## config.mk

```make
export PLATFORM = sky130hd
export DESIGN_NAME = addsub_arbiter
export DESIGN_NICKNAME = d
export VERILOG_FILES = /design/src/rtl/addsub_arbiter.sv
export SDC_FILE = /design/constraint.sdc
export NUM_CORES = 1
export LEC_CHECK = 0
export BUFFER_PORTS_ARGS = -buffer_cell sky130_fd_sc_hd__buf_2
export CAP_MARGIN = 0
export CORE_UTILIZATION = 35
export DETAILED_ROUTE_END_ITERATION = 6
export HOLD_SLACK_MARGIN = 0.08
export PLACE_DENSITY = 0.58
export SLEW_MARGIN = 0
export SYNTH_ARGS = -nofsm -noshare
export SYNTH_HDL_FRONTEND = slang
export SYNTH_SLANG_ARGS = --single-unit
```

## constraint.sdc

```tcl
create_clock -name clk -period 2.4 [get_ports clk]
set_input_delay 0.24 -clock clk [delete_from_list [all_inputs] [get_ports clk]]
set_output_delay 0.24 -clock clk [all_outputs]
set_load 0.1 [all_outputs]
```

## src/rtl/addsub_arbiter.sv

```systemverilog
// ----------------------------------------------------------------------------
// addsub_arbiter
//
// Shares one 8-bit add/subtract unit between two requesters. An operation is
// accepted from one requester in IDLE, its operands are registered, the shared
// unit evaluates them during EXEC, and the result plus status flags are held
// in RESP on a single response channel tagged with the requester ID until the
// consumer takes it. One operation is in flight at a time.
//
// Parameters:
//   ROUND_ROBIN  1 = alternate grants on a tie, 0 = requester 0 always wins.
//
// Ports:
//   clk                    clock, all state on the rising edge
//   rst_n                  asynchronous active-low reset
//   req0_valid/req1_valid  requester has an operation
//   req0_ready/req1_ready  operation accepted this cycle (IDLE only)
//   req0_a/b, req1_a/b     8-bit operands
//   req0_sel/req1_sel      0 = A+B, 1 = A-B
//   rsp_valid              response available (RESP state)
//   rsp_ready              consumer accepts the response
//   rsp_id                 requester that issued the operation
//   rsp_y                  8-bit result
//   rsp_cout               carry out; for subtract 1 = no borrow
//   rsp_zero, rsp_neg      result is zero / result bit 7
//   rsp_ovf                signed overflow
//   busy                   controller is in EXEC or RESP
// ----------------------------------------------------------------------------

// ----------------------------------------------------------------------------
// addsub_8bit
//
// Combinational 8-bit adder/subtractor. Subtraction is A + ~B + 1, so cout is
// the true adder carry and reads 1 when no borrow occurred.
//
// Ports:
//   a, b   8-bit operands
//   sel    0 = add, 1 = subtract
//   y      8-bit result (wraps modulo 256)
//   cout   carry out of bit 7
// ----------------------------------------------------------------------------
module addsub_8bit (
    input  logic [7:0] a,
    input  logic [7:0] b,
    input  logic       sel,
    output logic [7:0] y,
    output logic       cout
);

    logic [8:0] sum;
    logic [7:0] b_eff;

    // Inverting B and injecting sel as the carry-in turns the adder into a
    // two's-complement subtractor.
    always_comb begin
        b_eff = b ^ {8{sel}};
        sum   = {1'b0, a} + {1'b0, b_eff} + {8'b0, sel};
        y     = sum[7:0];
        cout  = sum[8];
    end

endmodule

module addsub_arbiter #(
    parameter int ROUND_ROBIN = 1
) (
    input  logic       clk,
    input  logic       rst_n,
    input  logic       req0_valid,
    output logic       req0_ready,
    input  logic [7:0] req0_a,
    input  logic [7:0] req0_b,
    input  logic       req0_sel,
    input  logic       req1_valid,
    output logic       req1_ready,
    input  logic [7:0] req1_a,
    input  logic [7:0] req1_b,
    input  logic       req1_sel,
    output logic       rsp_valid,
    input  logic       rsp_ready,
    output logic       rsp_id,
    output logic [7:0] rsp_y,
    output logic       rsp_cout,
    output logic       rsp_zero,
    output logic       rsp_neg,
    output logic       rsp_ovf,
    output logic       busy
);

    typedef enum logic [1:0] {
        ST_IDLE = 2'd0,
        ST_EXEC = 2'd1,
        ST_RESP = 2'd2
    } state_t;

    state_t     state_q, state_d;
    logic       last_grant_q, last_grant_d;

    logic [7:0] op_a_q, op_a_d;
    logic [7:0] op_b_q, op_b_d;
    logic       op_sel_q, op_sel_d;
    logic       op_id_q, op_id_d;

    logic       rsp_id_q, rsp_id_d;
    logic [7:0] rsp_y_q, rsp_y_d;
    logic       rsp_cout_q, rsp_cout_d;
    logic       rsp_zero_q, rsp_zero_d;
    logic       rsp_neg_q, rsp_neg_d;
    logic       rsp_ovf_q, rsp_ovf_d;

    logic       any_valid;
    logic       grant_id;
    logic       accept;

    logic [7:0] unit_y;
    logic       unit_cout;
    logic       unit_ovf;

    // The shared unit always sees the operand registers; its output only
    // matters during EXEC when the response registers load it.
    addsub_8bit u_addsub (
        .a    (op_a_q),
        .b    (op_b_q),
        .sel  (op_sel_q),
        .y    (unit_y),
        .cout (unit_cout)
    );

    // Grant selection. On a tie, round-robin picks the requester that did not
    // win last time; fixed priority always picks requester 0. rst_n gates the
    // accept so neither ready can show while reset is asserted.
    always_comb begin
        any_valid = req0_valid | req1_valid;
        grant_id  = 1'b0;
        if (req0_valid && req1_valid) begin
            if (ROUND_ROBIN != 0) begin
                grant_id = ~last_grant_q;
            end else begin
                grant_id = 1'b0;
            end
        end else if (req1_valid) begin
            grant_id = 1'b1;
        end
        accept = rst_n && (state_q == ST_IDLE) && any_valid;
    end

    // Signed overflow: an add overflows when like-signed operands produce a
    // result of the other sign; a subtract when unlike-signed operands do.
    always_comb begin
        unit_ovf = 1'b0;
        if (op_sel_q) begin
            unit_ovf = (op_a_q[7] != op_b_q[7]) && (unit_y[7] != op_a_q[7]);
        end else begin
            unit_ovf = (op_a_q[7] == op_b_q[7]) && (unit_y[7] != op_a_q[7]);
        end
    end

    // Next-state logic.
    always_comb begin
        state_d = state_q;
        case (state_q)
            ST_IDLE: begin
                if (accept) begin
                    state_d = ST_EXEC;
                end
            end
            ST_EXEC: begin
                state_d = ST_RESP;
            end
            ST_RESP: begin
                if (rsp_ready) begin
                    state_d = ST_IDLE;
                end
            end
            default: begin
                state_d = ST_IDLE;
            end
        endcase
    end

    // Operand capture on accept and response capture at the end of EXEC.
    // Outside those moments every register holds, which keeps rsp_* stable
    // for as long as the consumer back-pressures.
    always_comb begin
        last_grant_d = last_grant_q;
        op_a_d       = op_a_q;
        op_b_d       = op_b_q;
        op_sel_d     = op_sel_q;
        op_id_d      = op_id_q;
        rsp_id_d     = rsp_id_q;
        rsp_y_d      = rsp_y_q;
        rsp_cout_d   = rsp_cout_q;
        rsp_zero_d   = rsp_zero_q;
        rsp_neg_d    = rsp_neg_q;
        rsp_ovf_d    = rsp_ovf_q;

        if (accept) begin
            last_grant_d = grant_id;
            op_id_d      = grant_id;
            if (grant_id) begin
                op_a_d   = req1_a;
                op_b_d   = req1_b;
                op_sel_d = req1_sel;
            end else begin
                op_a_d   = req0_a;
                op_b_d   = req0_b;
                op_sel_d = req0_sel;
            end
        end

        if (state_q == ST_EXEC) begin
            rsp_id_d   = op_id_q;
            rsp_y_d    = unit_y;
            rsp_cout_d = unit_cout;
            rsp_zero_d = (unit_y == 8'h00);
            rsp_neg_d  = unit_y[7];
            rsp_ovf_d  = unit_ovf;
        end
    end

    // State register and all datapath flops. last_grant resets to 1 so the
    // first tie after reset goes to requester 0.
    always_ff @(posedge clk or negedge rst_n) begin
        if (!rst_n) begin
            state_q      <= ST_IDLE;
            last_grant_q <= 1'b1;
            op_a_q       <= 8'h00;
            op_b_q       <= 8'h00;
            op_sel_q     <= 1'b0;
            op_id_q      <= 1'b0;
            rsp_id_q     <= 1'b0;
            rsp_y_q      <= 8'h00;
            rsp_cout_q   <= 1'b0;
            rsp_zero_q   <= 1'b0;
            rsp_neg_q    <= 1'b0;
            rsp_ovf_q    <= 1'b0;
        end else begin
            state_q      <= state_d;
            last_grant_q <= last_grant_d;
            op_a_q       <= op_a_d;
            op_b_q       <= op_b_d;
            op_sel_q     <= op_sel_d;
            op_id_q      <= op_id_d;
            rsp_id_q     <= rsp_id_d;
            rsp_y_q      <= rsp_y_d;
            rsp_cout_q   <= rsp_cout_d;
            rsp_zero_q   <= rsp_zero_d;
            rsp_neg_q    <= rsp_neg_d;
            rsp_ovf_q    <= rsp_ovf_d;
        end
    end

    // Outputs. Ready is combinational and only ever high for the granted
    // requester while in IDLE.
    always_comb begin
        req0_ready = accept && !grant_id;
        req1_ready = accept && grant_id;
        busy       = (state_q != ST_IDLE);
        rsp_valid  = (state_q == ST_RESP);
        rsp_id     = rsp_id_q;
        rsp_y      = rsp_y_q;
        rsp_cout   = rsp_cout_q;
        rsp_zero   = rsp_zero_q;
        rsp_neg    = rsp_neg_q;
        rsp_ovf    = rsp_ovf_q;
    end

endmodule

```

==> flow_metrics.env <==
export IMPL_outcome="complete, no violations"
export IMPL_cap_violations=0
export IMPL_fp_dieW_um=75.0
export IMPL_nNetsFinal=297
export IMPL_final_hold_viol_count=0
export IMPL_cts_made_buffers=5
export IMPL_fp_row_count=26
export IMPL_end_kind="register"
export IMPL_stdcell_count=320
export IMPL_antenna_left=0
export IMPL_clkSinkCount=33
export IMPL_clock_latency_ns=0.28
export IMPL_wl_per_cell_um=11.1
export IMPL_min_path_type="in2reg"
export IMPL_netlist_cell_type_count=40
export IMPL_synth_edf_count=0
export IMPL_drive_above_1_share_pct=30.4
export IMPL_fin_setup_tns_ns=0
export IMPL_rsz0062_at_grt="no"
export IMPL_syn_nets=240
export IMPL_synthArstFlopShare_pct=100
export IMPL_vias_per_cell=4.60
export IMPL_die_area_um2=5620
export IMPL_crit_required_ns=2.61
export IMPL_h_tree_depth=2
export IMPL_first_pass_iters=4
export IMPL_dp_cells=312
export IMPL_grt_max_degree=34
export IMPL_yosys_warnings=0
export IMPL_seq_area_frac_synth_pct=44.4
export IMPL_antenna_found_initial=0
export IMPL_die_y_um=75.0
export IMPL_start_util_pct=36.5
export IMPL_cp_max_fo=9
export IMPL_critPathKind="reg2reg"
export IMPL_crit_arrival_ns=2.32
export IMPL_grt_pass1_vias=1348
export IMPL_finalClockSkew_ns=0.00441
export IMPL_pin_count=56
export IMPL_drc=0
export IMPL_area_growth_pct=24.6
export IMPL_start_kind="register"
export IMPL_vias=1472
export IMPL_io_buffers=55
export IMPL_finalCriticalPeriod_ns=2.11
export IMPL_cts_setup_buffers=0
export IMPL_grt_usage_pct=14.5
export IMPL_synthTopCellsByArea="dfrtp_1 43%, mux2i_1 9.7%, nand2_1 7.1%"
export IMPL_syn_avg_cell_area_um2=9.65
export IMPL_synth_top_cell_area_share_pct=43.0
export IMPL_root_buffer="clkbuf_8"
export IMPL_synth_commonest_cells="35 x nand2_1, 32 x dfrtp_1, 26 x o21ai_1"
export IMPL_grt_pass1_wl_um=5930
export IMPL_dp_hpwl_um=2810
export IMPL_yosys_cell_count_top_type="nand2_1"
export IMPL_cts_buffer_depth=2
export IMPL_max_freq_mhz=474
export IMPL_fill_cells=519
export IMPL_final_util_pct=45.5
export IMPL_yosysTopAreaCell="dfrtp_1"
export IMPL_place_congestion=0.784
export IMPL_overflow=0
export IMPL_antenna_cells=0
export IMPL_synthFlopType="dfrtp_1"
export IMPL_slew_limit_headroom_pct=67.7
export IMPL_cts_tree="yes"
export IMPL_ys_seq_elements=33
export IMPL_fin_crit_sh_pct=88.0
export IMPL_clk_pin_slew_ns=0.07
export IMPL_drt_initial_drc_count=43
export IMPL_worst_slew_pin_transition_ns=0.488
export IMPL_syn_area_um2=1860
export IMPL_finalSetupViolCount=0
export IMPL_fp_coreArea_um2=5110
export IMPL_synthesis_instances=193
export IMPL_drt_total_wl_um=3550
export IMPL_slew_viol_final=0
[per-layer routing]
metal	GRT usage (%)	up-vias	routed length, µm
met5	0	-	0
met4	6.29	0	63
met3	4.55	5	162
met2	22.8	38	1550
met1	18.4	646	1770
li1	-	783	-
[state kept, by name, summed over array words and instances (netlist names)]
signal	flops
last_grant_q	1
op_a_q	8
op_b_q	8
op_id_q	1
op_sel_q	1
rsp_cout	1
rsp_id	1
rsp_ovf	1
rsp_y	8
rsp_zero	1
state_q	2
[cell type report]
| type | count | area [µm²] | area share (%) |
|---|---|---|---|
| multi-input combinational | 146 | 975 | 42.0 |
| inverter | 4 | 15.0 | 0.647 |
| timing repair buffer | 60 | 330 | 14.2 |
| clock buffer | 7 | 86.3 | 3.72 |
| sequential | 33 | 828 | 35.7 |
| tap | 70 | 87.6 | 3.77 |
[critical path, stage by stage, from the launching register on]
cell      delay, ns
dfrtp_2        0.50
xor2_1         0.24
inv_1          0.09
fa_1           0.44
nor2b_1        0.15
o211ai_1       0.13
a21oi_1        0.24
o22ai_1        0.13
o21ai_1        0.13
[metrics by stage]
stage	setup slack, ns	area (µm²)	hold WS, ns
final	0.288	2320	0.153
after floorplan	0.0373	1870	-0.0556
after global placement	0.261	2220	0.317
after detailed placement	0.168	2220	0.317
after global routing	0.126	2320	0.175
after CTS	0.159	2320	0.149
[what timing repair did]
item / in CTS / in global routing
hold endpoints to repair: 32 / 0
endpoints found under the setup margin: 0 / 1
gates resized for setup: 0 / 1
hold buffers: 1 / 0
[layout by cell type (no fill, tap or decap), types with 2 or more instances in the layout]
master	instances
nor2b_1	2
xor2_1	9
clkbuf_8	6
dfrtp_1	31
or2_1	3
mux2i_1	18
o21ai_1	26
a21oi_1	4
nand3_1	2
a21o_1	3
xnor2_1	3
nor2_1	6
o21ai_0	5
nor3_1	2
inv_1	3
buf_2	54
nand2_1	35
ha_1	7
nand2b_1	2
buf_4	4
nand4_1	2
[cells by family (layout without fill, tap and decap cells)]
| kind of cell | count (synthesis) | count (layout) | share of synthesized area (%) |
|---|---|---|---|
| AO/OA/AOI/OAI | 48 | 48 | 15.8 |
| XOR/XNOR | 12 | 12 | 5.64 |
| adder cells (fa/ha/maj) | 8 | 8 | 5.78 |
| buffers and inverters | 14 | 71 | 3.89 |
| flip-flops | 33 | 33 | 44.4 |
| multiplexers | 19 | 19 | 10.4 |
| AND/OR/NAND/NOR | 59 | 59 | 14.0 |
[path summary, 6_finish.rpt]
kind	startpoint	end	slack (ns)	cells after the start
worst max-delay path	op_sel_q	rsp_zero	0.29	8
worst min register to register	rsp_y[6]	rsp_y[6]	0.47	2
worst max register to register	op_sel_q	rsp_zero	0.29	8
max in group asynchronous	rst_n	last_grant_q	1.54	3
worst min-delay path	rsp_ready	state_q[1]	0.15	2
min in group asynchronous	rst_n	op_a_q[0]	0.53	3
Power is left out: the tool's default activity adds up to more than one toggle a clock period on the data nets, which glitch-free logic cannot reach.
